[config.mk]
export PLATFORM = sky130hd
export DESIGN_NAME = ysyx_23060229_lsu
export DESIGN_NICKNAME = d
export VERILOG_FILES = /design/src/rtl/ysyx_23060229_lsu_pkg.sv /design/src/rtl/ysyx_23060229_lsu_align.sv /design/src/rtl/ysyx_23060229_lsu.sv
export SDC_FILE = /design/constraint.sdc
export NUM_CORES = 1
export LEC_CHECK = 0
export ABC_AREA = 1
export BUFFER_PORTS_ARGS = -buffer_cell sky130_fd_sc_hd__buf_2
export CORE_ASPECT_RATIO = 0.7
export CORE_UTILIZATION = 55
export CTS_BUF_LIST = sky130_fd_sc_hd__clkbuf_8
export CTS_CLUSTER_DIAMETER = 80
export DETAILED_ROUTE_END_ITERATION = 7
export GPL_TIMING_DRIVEN = 0
export PLACE_DENSITY_LB_ADDON = 0.08
export SYNTH_ARGS = -nofsm -noshare
export SYNTH_HDL_FRONTEND = slang
export SYNTH_HIERARCHICAL = 1
export SYNTH_SLANG_ARGS = --single-unit
[constraint.sdc]
create_clock -name clk -period 2.1 [get_ports clk]
set_input_delay 0.315 -clock clk [delete_from_list [all_inputs] [get_ports clk]]
set_output_delay 0.315 -clock clk [all_outputs]
set_load 0.02 [all_outputs]
[src/rtl/ysyx_23060229_lsu_pkg.sv]
// Shared LSU types: FSM encoding and funct3 access-width decode.
// Misalignment checking is enabled by YSYX_23060229_LSU_MISALIGN_EN.
package ysyx_23060229_lsu_pkg;

  typedef enum logic [1:0] {
    S_IDLE,
    S_REQ,
    S_WAIT,
    S_RESP
  } state_t;

  typedef enum logic [1:0] {
    W_BYTE,
    W_HALF,
    W_WORD
  } width_t;

  localparam logic [2:0] F3_B  = 3'b000;
  localparam logic [2:0] F3_H  = 3'b001;
  localparam logic [2:0] F3_W  = 3'b010;
  localparam logic [2:0] F3_BU = 3'b100;
  localparam logic [2:0] F3_HU = 3'b101;

  function automatic width_t ld_width(input logic [2:0] f);
    case (f)
      F3_B, F3_BU: ld_width = W_BYTE;
      F3_H, F3_HU: ld_width = W_HALF;
      default:     ld_width = W_WORD;
    endcase
  endfunction

  function automatic width_t st_width(input logic [2:0] f);
    case (f)
      F3_B:    st_width = W_BYTE;
      F3_H:    st_width = W_HALF;
      default: st_width = W_WORD;
    endcase
  endfunction

  function automatic logic misaligned(
    input width_t     w,
    input logic [1:0] off
  );
    case (w)
      W_HALF:  misaligned = off[0];
      W_WORD:  misaligned = |off;
      default: misaligned = 1'b0;
    endcase
  endfunction

endpackage

[src/rtl/ysyx_23060229_lsu_align.sv]
// Store lane shift/byte mask and load shift/extend, purely combinational.
// Bytes shifted past the aligned word are dropped in both directions.
module ysyx_23060229_lsu_align
  import ysyx_23060229_lsu_pkg::*;
#(
  parameter int DATA_WIDTH = 32
) (
  input  logic [2:0]            funct3,
  input  logic [1:0]            off,
  input  logic [DATA_WIDTH-1:0] wdata,
  input  logic [DATA_WIDTH-1:0] rword,
  output logic [DATA_WIDTH-1:0] st_data,
  output logic [7:0]            st_mask,
  output logic [DATA_WIDTH-1:0] ld_data
);

  logic [4:0]            sh;
  logic [DATA_WIDTH-1:0] lw;
  logic [3:0]            m;
  logic                  sx;

  assign sh = {off, 3'b000};

  always_comb begin
    st_data = wdata << sh;
    lw      = rword >> sh;
    sx      = ~funct3[2];
    m       = 4'b1111;
    ld_data = lw;
    unique case (st_width(funct3))
      W_BYTE:  m = 4'b0001 << off;
      W_HALF:  m = 4'b0011 << off;
      default: m = 4'b1111;
    endcase
    unique case (ld_width(funct3))
      W_BYTE:  ld_data = {{(DATA_WIDTH-8){sx & lw[7]}}, lw[7:0]};
      W_HALF:  ld_data = {{(DATA_WIDTH-16){sx & lw[15]}}, lw[15:0]};
      default: ld_data = lw;
    endcase
    st_mask = {4'b0000, m};
  end

endmodule

[src/rtl/ysyx_23060229_lsu.sv]
// Load/store unit: one op at a time, emulated memory latency.
// Define YSYX_23060229_LSU_MISALIGN_EN to trap misaligned accesses.
module ysyx_23060229_lsu
  import ysyx_23060229_lsu_pkg::*;
#(
  parameter int ADDR_WIDTH = 32,
  parameter int DATA_WIDTH = 32,
  parameter int LATENCY    = 0
) (
  input  logic                  clk,
  input  logic                  rst,
  input  logic                  in_valid,
  output logic                  in_ready,
  input  logic                  in_ren,
  input  logic                  in_wen,
  input  logic [2:0]            in_funct3,
  input  logic [ADDR_WIDTH-1:0] in_addr,
  input  logic [DATA_WIDTH-1:0] in_wdata,
  output logic                  out_valid,
  input  logic                  out_ready,
  output logic [DATA_WIDTH-1:0] out_rdata,
  output logic                  out_err,
  output logic                  mem_ren,
  output logic [ADDR_WIDTH-1:0] mem_raddr,
  input  logic [DATA_WIDTH-1:0] mem_rdata,
  output logic                  mem_wen,
  output logic [ADDR_WIDTH-1:0] mem_waddr,
  output logic [DATA_WIDTH-1:0] mem_wdata,
  output logic [7:0]            mem_wmask
);

  state_t                state, state_nxt;
  logic                  ren_q, wen_q;
  logic [2:0]            f3_q;
  logic [ADDR_WIDTH-1:0] addr_q;
  logic [DATA_WIDTH-1:0] wdata_q, rword_q;
  logic [3:0]            cnt_q;
  logic                  acc_mis, fault;
  logic [DATA_WIDTH-1:0] st_data, ld_data;
  logic [7:0]            st_mask;
  logic                  req_rd, req_wr;
  logic [ADDR_WIDTH-1:0] waddr;

`ifdef YSYX_23060229_LSU_MISALIGN_EN
  logic err_q;
  width_t in_w;

  assign in_w    = in_wen ? st_width(in_funct3)
                          : ld_width(in_funct3);
  assign acc_mis = (in_ren | in_wen) & misaligned(in_w, in_addr[1:0]);
  assign fault   = err_q;

  always_ff @(posedge clk) begin
    if (rst)
      err_q <= 1'b0;
    else if (state == S_IDLE && in_valid)
      err_q <= acc_mis;
  end
`else
  assign acc_mis = 1'b0;
  assign fault   = 1'b0;
`endif

  always_ff @(posedge clk) begin
    if (rst) state <= S_IDLE;
    else     state <= state_nxt;
  end

  always_comb begin
    state_nxt = state;
    unique case (state)
      S_IDLE:
        if (in_valid) begin
          if (acc_mis || !(in_ren || in_wen))
            state_nxt = S_RESP;
          else
            state_nxt = S_REQ;
        end
      S_REQ:
        state_nxt = (LATENCY > 0) ? S_WAIT : S_RESP;
      S_WAIT:
        if (cnt_q <= 4'd1) state_nxt = S_RESP;
      S_RESP:
        if (out_ready) state_nxt = S_IDLE;
      default:
        state_nxt = S_IDLE;
    endcase
  end

  always_ff @(posedge clk) begin
    if (rst) begin
      ren_q   <= 1'b0;
      wen_q   <= 1'b0;
      f3_q    <= '0;
      addr_q  <= '0;
      wdata_q <= '0;
      rword_q <= '0;
      cnt_q   <= '0;
    end else begin
      unique case (state)
        S_IDLE:
          if (in_valid) begin
            wen_q   <= in_wen;
            ren_q   <= in_ren & ~in_wen;
            f3_q    <= in_funct3;
            addr_q  <= in_addr;
            wdata_q <= in_wdata;
            rword_q <= '0;
          end
        S_REQ: begin
          if (ren_q) rword_q <= mem_rdata;
          cnt_q <= 4'(LATENCY);
        end
        S_WAIT:
          cnt_q <= cnt_q - 4'd1;
        default: ;
      endcase
    end
  end

  ysyx_23060229_lsu_align #(
    .DATA_WIDTH(DATA_WIDTH)
  ) u_align (
    .funct3 (f3_q),
    .off    (addr_q[1:0]),
    .wdata  (wdata_q),
    .rword  (rword_q),
    .st_data(st_data),
    .st_mask(st_mask),
    .ld_data(ld_data)
  );

  assign req_rd = (state == S_REQ) & ren_q;
  assign req_wr = (state == S_REQ) & wen_q;
  assign waddr  = {addr_q[ADDR_WIDTH-1:2], 2'b00};

  assign in_ready  = (state == S_IDLE);
  assign out_valid = (state == S_RESP);
  assign out_rdata = (out_valid && ren_q && !fault) ? ld_data : '0;
  assign out_err   = out_valid & fault;

  assign mem_ren   = req_rd;
  assign mem_raddr = req_rd ? waddr : '0;
  assign mem_wen   = req_wr;
  assign mem_waddr = req_wr ? waddr : '0;
  assign mem_wdata = req_wr ? st_data : '0;
  assign mem_wmask = req_wr ? st_mask : 8'h00;

endmodule

==> qor.json <==
{
  "outcome": "finished with violations",
  "violated_checks": "setup timing",
  "numCtsBuffers": 9,
  "hpwl_mm": 15.7,
  "power.static_leakage_nw": 4.00,
  "syn_to_final_growth_pct": 34.4,
  "dp_slack_ns": -0.129,
  "dr_wl_met3_mm": 2.63,
  "antenna_violations_before_repair": 1,
  "report.final.setup_viol": 10,
  "yosysWarningCount": 6,
  "clock_tree.buffer_depth": 2,
  "post_drt_wl_per_cell_microns": 15.1,
  "fin_setup_tns_ns": -0.187,
  "ir_worst_vdd_v": 0.000488,
  "cts_h_tree_depth": 3,
  "cellInternalPower_mw": 4.54,
  "finalHoldViolCount": 0,
  "boundaryPins": 246,
  "drt_iter0_markers": 896,
  "clock_edge_transition_at_the_registers_on_the_reported_setup_and_hold_paths_ns": 0.10,
  "cts_hold_buffers_added": 0,
  "timing.clock.skew_ns": 0.0101,
  "finalMaxSlewViolations": 0,
  "vias": 7661,
  "ys_types": 26,
  "grt_overflow_total": 0,
  "routability_cong": 0.944,
  "tightestPinTransition_ns": 0.550,
  "clk-insertion-delay-late_ns": 0.38,
  "synth-seq-cells": 107,
  "first_global_vias": 6257,
  "total_of_buffers_placed_on_input_and_output_ports": 235,
  "largest_net_degree_at_the_start_of_global_routing": 17,
  "worst-endpoint-required_ns": 1.78,
  "crit_type": "reg2out",
  "rsz0062_at_grt": "yes",
  "hold_path.startpoint": "in_wdata[1]",
  "combinational_share_of_power_pct": 49.7,
  "die_y_microns": 90.7,
  "post_synth_instance_area_sq_um": 6180,
  "fraction_of_power_consumed_by_the_clock_network_pct": 15.9,
  "top_signal_layer_used": "met4",
  "yosys-mux-area-fraction_pct": 0,
  "reg2reg_depth": 6,
  "root_buffer": "sky130_fd_sc_hd__clkbuf_8",
  "coreArea_sq_um": 10600,
  "hold_end": "wdata_q[1]",
  "synth_instances": 1004,
  "max_cap_violations": 0,
  "fp.dieArea_sq_um": 11700,
  "regToRegSetupSlack_ns": 0.21,
  "postRouteAntennaNets": 0,
  "cts_tree": "built",
  "regToRegEndpoint": "wdata_q[28]",
  "power.share.switching_pct": 45.0,
  "first_pass_grt_wire_length_mm": 31.3,
  "syn-mean-instance-area_sq_um": 6.16,
  "netSwitchingPower_mw": 3.72,
  "met2_wirelength_mm": 8.96,
  "hold_path.class": "in2reg",
  "fp-row-count": 31,
  "critPathArrivalTime_ns": 1.86,
  "fin_ws_ns": -0.0744,
  "max-slew-margin-rel_pct": 63.4,
  "synth-seq-area-share_pct": 34.6,
  "synthesized_area_fraction_occupied_by_xor_and_xnor_cells_pct": 0,
  "path_max_fanout": 10,
  "timing.hold.worst_path_depth": 3,
  "initial_utilization_pct": 58.2,
  "clkSinkCount": 107,
  "fmaxAchievable_mhz": 460,
  "chip_width_microns": 129,
  "drt_pre_antenna_iters": 5,
  "powerDensity_nw_per_um2": 994,
  "wl_final_mm": 21.3,
  "detail_route.wirelength.met1_mm": 9.46,
  "groute.usage.overall_pct": 34.6,
  "drt_drc_violations_left": 0,
  "p_seq_share_pct": 34.4,
  "combinational_family_with_the_most_area_after_synthesis": "simple AND/OR/NAND/NOR gates",
  "routed_via_density": 5.41,
  "period_share_pct": 104,
  "postLayoutCoreUtil_pct": 78.2,
  "cp-end-kind": "primary output",
  "worstSetupStartpointType": "flop",
  "final.min_clock_period_ns": 2.17,
  "rr_startpoint": "state[0]",
  "synth_fa_ha_area_share_pct": 1.21,
  "finish.net_count": 1376,
  "synth_compound_area_share_pct": 15.9,
  "synth_simple_gate_area_share_pct": 32.4,
  "drive_above_1_share_pct": 30.4
}
[placed cells by master (no fill, tap or decap), types with 4 or more instances in the layout]
cell / instances
sky130_fd_sc_hd__a21oi_1: 75
sky130_fd_sc_hd__a22oi_1: 14
sky130_fd_sc_hd__buf_2: 197
sky130_fd_sc_hd__buf_4: 64
sky130_fd_sc_hd__buf_6: 23
sky130_fd_sc_hd__clkbuf_1: 20
sky130_fd_sc_hd__clkbuf_4: 7
sky130_fd_sc_hd__clkbuf_8: 15
sky130_fd_sc_hd__conb_1: 9
sky130_fd_sc_hd__dfxtp_1: 102
sky130_fd_sc_hd__ha_1: 5
sky130_fd_sc_hd__inv_1: 127
sky130_fd_sc_hd__inv_2: 14
sky130_fd_sc_hd__nand2_1: 143
sky130_fd_sc_hd__nand2_2: 11
sky130_fd_sc_hd__nand2_4: 6
sky130_fd_sc_hd__nand3_1: 32
sky130_fd_sc_hd__nand3_2: 8
sky130_fd_sc_hd__nand4_1: 32
sky130_fd_sc_hd__nor2_1: 222
sky130_fd_sc_hd__nor2_2: 15
sky130_fd_sc_hd__nor2_4: 6
sky130_fd_sc_hd__nor3_1: 4
sky130_fd_sc_hd__o21ai_0: 78
sky130_fd_sc_hd__o21ai_1: 16
[kinds of logic after synthesis]
logic type | Yosys count
compound gates | 186
fa+ha+maj | 6
buf+inv | 221
flops | 107
other cells | 2
simple gates | 482
[worst max path at each step]
stage	slack, ns	cells past startpoint	endpoint	from
after floorplan	0.43	6	mem_wdata[29]	state[1]
final	-0.07	7	mem_wdata[30]	addr_q[1]
after CTS	-0.009	9	out_rdata[22]	addr_q[1]
after global routing	-0.12	9	out_rdata[29]	addr_q[1]
after detailed placement	-0.13	7	mem_wdata[30]	state[1]
after global placement	-0.09	7	mem_wdata[29]	state[1]
[per-layer routing]
layer / up-vias / track usage (%)
li1: 3649 / -
met1: 3463 / 50.9
met2: 513 / 50.4
met3: 36 / 8.41
met4: 0 / 7.45
met5: - / 0
[per-stage QoR]
| step | hold slack (ns) | total power [mW] | area, sq um | cells |
|---|---|---|---|---|
| 6_report | 0.175 | 8.26 | 8310 | 1417 |
| 5_1_grt | 0.174 | 8.74 | 8310 | 1417 |
| 4_1_cts | 0.170 | 7.80 | 7940 | 1409 |
| 3_5_place_dp | 0.459 | 6.35 | 7570 | 1394 |
| 3_3_place_gp | 0.454 | 6.28 | 7570 | 1394 |
| 2_1_floorplan | 0.443 | 5.37 | 6210 | 1011 |
[power by group through the flow]
| stage | registers [mW] | logic (mW) | clock network [mW] |
|---|---|---|---|
| finish | 2.84 | 4.10 | 1.32 |
| detailed placement | 2.83 | 3.52 | 0 |
| global route | 2.88 | 4.46 | 1.40 |
| global placement | 2.82 | 3.46 | 0 |
| CTS | 2.80 | 3.68 | 1.32 |
| floorplan | 2.74 | 2.63 | 0 |
[sequential cells by signal, summed over array words and instances (netlist names)]
name and flops:
addr_q 32, rword_q 32, wdata_q 32, cnt_q 4
f3_q 3, state 2, ren_q 1, wen_q 1
[synth_stat cells]
master	n	area (sq um)
sky130_fd_sc_hd__inv_1	135	507
sky130_fd_sc_hd__nand3_2	1	10.0
sky130_fd_sc_hd__nand2_4	2	22.5
sky130_fd_sc_hd__nor3_1	5	25.0
sky130_fd_sc_hd__a22oi_1	15	113
sky130_fd_sc_hd__nor2_4	3	33.8
sky130_fd_sc_hd__nand2_2	4	25.0
sky130_fd_sc_hd__o21ai_1	8	40.0
sky130_fd_sc_hd__a21oi_1	75	375
sky130_fd_sc_hd__dfxtp_1	107	2140
sky130_fd_sc_hd__nand3_1	39	195
sky130_fd_sc_hd__conb_1	2	7.51
sky130_fd_sc_hd__and3_1	2	12.5
sky130_fd_sc_hd__nand2_1	154	578
sky130_fd_sc_hd__buf_4	14	105
sky130_fd_sc_hd__nand4_1	32	200
sky130_fd_sc_hd__clkinv_1	1	3.75
sky130_fd_sc_hd__buf_2	19	95.1
sky130_fd_sc_hd__clkbuf_1	36	135
sky130_fd_sc_hd__ha_1	6	75.1
sky130_fd_sc_hd__nor2_1	240	901
sky130_fd_sc_hd__inv_2	7	26.3
sky130_fd_sc_hd__o21ai_4	1	16.3
sky130_fd_sc_hd__o21ai_0	86	430
sky130_fd_sc_hd__buf_6	9	101
sky130_fd_sc_hd__a211oi_1	1	7.51
[critical path, stage by stage (launching register included)]
cell and delay (ns):
sky130_fd_sc_hd__dfxtp_4 0.39, sky130_fd_sc_hd__nor2_4 0.22, sky130_fd_sc_hd__buf_4 0.26, sky130_fd_sc_hd__a22oi_1 0.13, sky130_fd_sc_hd__o21ai_1 0.12, sky130_fd_sc_hd__inv_1 0.06, sky130_fd_sc_hd__nor2_1 0.13, sky130_fd_sc_hd__buf_4 0.16
[timing repair]
item / CTS / global route
pin swaps: 1 / 11
gates resized for setup: 66 / 124
cloned: 0 / 2
buffers inserted: 1 / 5
setup endpoints to repair: 129 / 129
[area by class of cell]
type	count	area (sq um)
plain buffers	78	592
fillers	859	2320
diodes	1	2.50
inverters	143	543
clock inverters	3	47.5
flip-flops and latches	107	2150
clock buffers	11	151
multi-input cells	683	3260
well taps	148	185
repair buffers	243	1380
No activity file was read; power rests on OpenSTA's default activity.
